### config.mk
export PLATFORM = sky130hd
export DESIGN_NAME = vga_timing_gen
export DESIGN_NICKNAME = d
export VERILOG_FILES = /design/src/rtl/vga_timing_gen.sv
export SDC_FILE = /design/constraint.sdc
export NUM_CORES = 1
export LEC_CHECK = 0
export BUFFER_PORTS_ARGS = -buffer_cell sky130_fd_sc_hd__buf_2
export CELL_PAD_IN_SITES_DETAIL_PLACEMENT = 2
export CELL_PAD_IN_SITES_GLOBAL_PLACEMENT = 2
export CORE_UTILIZATION = 35
export CTS_CLUSTER_DIAMETER = 150
export CTS_CLUSTER_SIZE = 28
export DETAILED_ROUTE_END_ITERATION = 16
export HOLD_SLACK_MARGIN = 0.15
export PLACE_DENSITY_LB_ADDON = 0.2
export SYNTH_ARGS = -nofsm -noshare
export SYNTH_HDL_FRONTEND = slang
export SYNTH_SLANG_ARGS = --single-unit
### constraint.sdc
create_clock -name clk_i -period 2.7 [get_ports clk_i]
set_input_delay 0.81 -clock clk_i [delete_from_list [all_inputs] [get_ports clk_i]]
set_output_delay 0.81 -clock clk_i [all_outputs]
set_load 0.02 [all_outputs]
### src/rtl/vga_timing_gen.sv
// VGA raster timing driven by a one-cycle pixel strobe used as a clock enable.
// Level outputs are registered from next-count decode, so they track the counters with no lag.
module vga_timing_gen #(
    parameter int H_ACTIVE  = 640,
    parameter int H_FP      = 16,
    parameter int H_SYNC    = 96,
    parameter int H_BP      = 48,
    parameter int V_ACTIVE  = 480,
    parameter int V_FP      = 10,
    parameter int V_SYNC    = 2,
    parameter int V_BP      = 33,
    parameter int HSYNC_POL = 0,
    parameter int VSYNC_POL = 0,
    localparam int H_TOTAL  = H_ACTIVE + H_FP + H_SYNC + H_BP,
    localparam int V_TOTAL  = V_ACTIVE + V_FP + V_SYNC + V_BP,
    localparam int HW       = $clog2(H_TOTAL),
    localparam int VW       = $clog2(V_TOTAL)
) (
    input  logic          clk_i,
    input  logic          arstn_i,
    input  logic          pix_strb_i,
    output logic          hsync_o,
    output logic          vsync_o,
    output logic          de_o,
    output logic [HW-1:0] x_o,
    output logic [VW-1:0] y_o,
    output logic          line_start_o,
    output logic          frame_start_o
);

    generate
        if (H_ACTIVE < 1 || H_FP < 1 || H_SYNC < 1 || H_BP < 1 ||
            V_ACTIVE < 1 || V_FP < 1 || V_SYNC < 1 || V_BP < 1) begin : g_bad_param
            $error("vga_timing_gen: every timing parameter must be >= 1");
        end
    endgenerate

    localparam logic          HS_ON   = (HSYNC_POL != 0);
    localparam logic          VS_ON   = (VSYNC_POL != 0);
    localparam logic [HW-1:0] H_LAST  = HW'(H_TOTAL - 1);
    localparam logic [HW-1:0] H_DE_E  = HW'(H_ACTIVE);
    localparam logic [HW-1:0] H_SYN_S = HW'(H_ACTIVE + H_FP);
    localparam logic [HW-1:0] H_SYN_E = HW'(H_ACTIVE + H_FP + H_SYNC);
    localparam logic [VW-1:0] V_LAST  = VW'(V_TOTAL - 1);
    localparam logic [VW-1:0] V_DE_E  = VW'(V_ACTIVE);
    localparam logic [VW-1:0] V_SYN_S = VW'(V_ACTIVE + V_FP);
    localparam logic [VW-1:0] V_SYN_E = VW'(V_ACTIVE + V_FP + V_SYNC);

    logic [HW-1:0] r_h_cnt;
    logic [VW-1:0] r_v_cnt;
    logic          w_h_wrap;
    logic [HW-1:0] w_h_nxt;
    logic [VW-1:0] w_v_nxt;
    logic          w_hs_act;
    logic          w_vs_act;

    assign w_h_wrap = (r_h_cnt == H_LAST);
    assign w_h_nxt  = w_h_wrap ? '0 : r_h_cnt + HW'(1);
    assign w_v_nxt  = !w_h_wrap         ? r_v_cnt :
                      (r_v_cnt == V_LAST) ? '0 : r_v_cnt + VW'(1);
    assign w_hs_act = (w_h_nxt >= H_SYN_S) && (w_h_nxt < H_SYN_E);
    // vsync keys off the line counter only, so it spans whole lines starting at h = 0
    assign w_vs_act = (w_v_nxt >= V_SYN_S) && (w_v_nxt < V_SYN_E);

    // Counters start at the last position so the first strobe lands on (0,0)
    always_ff @(posedge clk_i or negedge arstn_i) begin
        if (!arstn_i) begin
            r_h_cnt       <= H_LAST;
            r_v_cnt       <= V_LAST;
            hsync_o       <= ~HS_ON;
            vsync_o       <= ~VS_ON;
            de_o          <= 1'b0;
            x_o           <= '0;
            y_o           <= '0;
            line_start_o  <= 1'b0;
            frame_start_o <= 1'b0;
        end else begin
            line_start_o  <= 1'b0;
            frame_start_o <= 1'b0;
            if (pix_strb_i) begin
                r_h_cnt       <= w_h_nxt;
                r_v_cnt       <= w_v_nxt;
                x_o           <= w_h_nxt;
                y_o           <= w_v_nxt;
                de_o          <= (w_h_nxt < H_DE_E) && (w_v_nxt < V_DE_E);
                hsync_o       <= w_hs_act ? HS_ON : ~HS_ON;
                vsync_o       <= w_vs_act ? VS_ON : ~VS_ON;
                line_start_o  <= (w_h_nxt == '0);
                frame_start_o <= (w_h_nxt == '0) && (w_v_nxt == '0);
            end
        end
    end

endmodule

==> impl_metrics.ini <==
[yosys]
synth_cells = 247
yosys-top-cells-area = dfrtp_1 25%, dfstp_2 14%, xnor2_1 4.9%
avgSynthCellArea_um2 = 9.35
async_reset_ff_share_pct = 100
yosys.area.top_type_share_pct = 24.9
synth_top_cell_by_area = dfrtp_1
synth_edf_count = 0
synth_compound_area_share_pct = 14.6
ys_seq_area_share_pct = 38.6
synth_cell_types = 51
ys_ff_latch = 35
postSynthNetCount = 254
synth_top_family_by_area = simple AND/OR/NAND/NOR gates
synthMuxAreaShare_pct = 1.41
netlist_area_um2 = 2310
synth-adder-area-share_pct = 2.17
yosysWarnings = 0
synth_xor_area_share_pct = 6.45
synth-simple-area-share_pct = 23.4
synthFlopType = dfrtp_1

[grt]
grt_pass1_vias = 1989
grt_use_total_pct = 19.7
grt_pass1_wl_mm = 10.9
grt_overflow = 0
grt_max_degree = 36
antenna_found_initial = 0

[final_layout]
final_cell_mix = 27 x buf_2, 23 x dfrtp_1, 20 x nor2_1, 20 x o21ai_0, 18 x nand2_1
drive_gt1_share_pct = 25.8
final_core_util_pct = 38.5
layout_commonest_cell = buf_2
fillCellCount = 728
final_cells = 341
final_area_um2 = 2440
synthToLayoutAreaGrowth_pct = 5.91
layout.nets = 270
num_antenna_cells = 0

[clocking]
htreeDepth = 2
cts_buffer_depth = 2
clk_pin_slew_ns = 0.09
cts_sinks = 35
post_cts_buffers = 0
cts_tree = done
ctsResizeCount = 0
numCtsBuffers = 5
cts_hold_buf = 0
clk_latency_ns = 0.30
clockRootBuffer = clkbuf_8

[setup_path]
crit_path_cell_trace = ha_1 -> nand4_1 -> or3_1 -> or3_1 -> a21oi_1 -> a31oi_1
endpoint_kind = register
critPathSlowestCell = or3_1
rr_startpoint = r_h_cnt[0]
start_kind = register
path_delay_family = simple AND/OR/NAND/NOR gates
cp-startpoint = r_h_cnt[0]
crit_required_ns = 2.92
path_max_fanout = 9
crit_arrival_ns = 2.71
crit_path_frequent_cell = or3_1
cpPeakStageDelay_ns = 0.61
worstSetupPathType = register to register
critPathBufInv = 0

[sta]
finalSetupViolations = 0
timing.slew.headroom_pct = 44.6
fmax_mhz = 401
hold_viol_final = 0
fin_tns_setup_ns = 0
fin_skew_ns = 0.0116
period_share_pct = 92.3
min_period_ns = 2.49
maxSlewViolCount = 0
rsz0062_at_grt = false
worst_pin_slew_ns = 0.832

[worst_hold_path]
hold_start = x_o[8]
worstHoldPathType = register to register

[drt]
ant_nets = 0
avgRoutedWirePerCell_um = 18.4
vias = 1879
drt_iter0_markers = 101
dr.pass1.iters = 4
viasPerCell = 5.51
wl_mm = 6.28
drcViolationCount = 0

[floorplanning]
core_area_um2 = 6350
rows = 29
die_w_um = 83.2
die_area_um2 = 6920
pin_count = 28
fp.dieH_um = 83.2
initial_core_util_pct = 36.4

[pwr]
power_density_nw_per_um2 = 619
power_mw = 1.51
leakage_nw = 1.05
ir_drop_v = 0.000383

[placement]
routabilityCongestion = 0.801
dp_hpwl_mm = 4.44
numPortBuffers = 27
dp.cells = 333
placed_area_um2 = 2360

[job]
cap_viol_max_count = 0

[run_status]
outcome = completed
-- path summary, 6_finish.rpt --
kind | to | slack [ns] | cells past startpoint
worst max register to register | vsync_o | 0.21 | 6
worst min register to register | x_o[8] | 0.49 | 1
max in group asynchronous | y_o[3] | 1.56 | 1
worst min-delay path | x_o[8] | 0.49 | 1
worst max-delay path | vsync_o | 0.21 | 6
min in group asynchronous | y_o[9] | 0.59 | 1
-- Yosys cell counts, types with 2 or more instances --
| master | instances |
|---|---|
| a21boi_0 | 2 |
| a21o_1 | 3 |
| a21oi_1 | 6 |
| a31oi_1 | 5 |
| and3_1 | 6 |
| buf_4 | 10 |
| buf_6 | 9 |
| clkbuf_1 | 3 |
| clkbuf_8 | 5 |
| dfrtp_1 | 23 |
| dfstp_2 | 12 |
| ha_1 | 4 |
| inv_1 | 11 |
| mux2_2 | 2 |
| nand2_1 | 18 |
| nand3_1 | 14 |
| nand4_1 | 8 |
| nand4b_1 | 3 |
| nor2_1 | 20 |
| nor2b_1 | 2 |
| nor3_1 | 8 |
| nor3_4 | 2 |
| nor4_1 | 2 |
| o2111a_1 | 2 |
| o211ai_1 | 2 |
| o21a_1 | 2 |
| o21ai_0 | 20 |
| o31ai_1 | 3 |
| or3_1 | 3 |
| xnor2_1 | 13 |
| xor2_1 | 4 |
-- cell type report --
cell class | instances | area, um^2 | share of cell area [%]
well taps | 77 | 96.3 | 3.94
clock buffers | 5 | 68.8 | 2.81
flip-flops and latches | 35 | 891 | 36.4
repair buffers | 38 | 218 | 8.90
multi-input cells | 172 | 1110 | 45.4
inverters | 11 | 41.3 | 1.69
clock inverters | 3 | 20.0 | 0.819
-- worst reg2reg max path: cells and delay by family (launching register included) --
kind / cells / cell delay [ns]
compound gates: 2 / 0.41
flops: 1 / 0.59
fa+ha+maj: 1 / 0.18
simple gates: 3 / 1.24
-- metal layers --
metal	vias to the layer above	wire length, um	global-route usage (%)
li1	896	-	-
met1	947	3200	29.0
met2	28	2770	29.0
met3	8	211	4.27
met4	0	89	5.49
met5	-	0	0
-- metrics by stage --
stage | hold WS [ns] | setup WS, ns
2_1_floorplan | 0.486 | 0.333
3_3_place_gp | 0.457 | 0.312
3_5_place_dp | 0.469 | 0.211
4_1_cts | 0.489 | 0.198
5_1_grt | 0.518 | 0.0687
6_report | 0.487 | 0.209
-- sequential cells by signal (all words and copies together), names as in the netlist --
register       count
de_o               1
frame_start_o      1
hsync_o            1
line_start_o       1
r_h_cnt            7
r_v_cnt            3
vsync_o            1
x_o               10
y_o               10
-- power by group --
part / leakage (nW) / internal, mW / total (mW) / switching (mW)
registers: 0.426 / 0.623 / 0.714 / 0.0906
clock network: 0.0402 / 0.180 / 0.403 / 0.223
logic: 0.581 / 0.152 / 0.395 / 0.244
total: 1.05 / 0.955 / 1.51 / 0.558
-- cell families after synthesis --
kind of cell    after synthesis
flops                        35
simple gates                 96
mux                           3
compound gates               52
fa+ha+maj                     4
buf+inv                      40
xor+xnor                     17
Power figures use the tool's default switching activity.
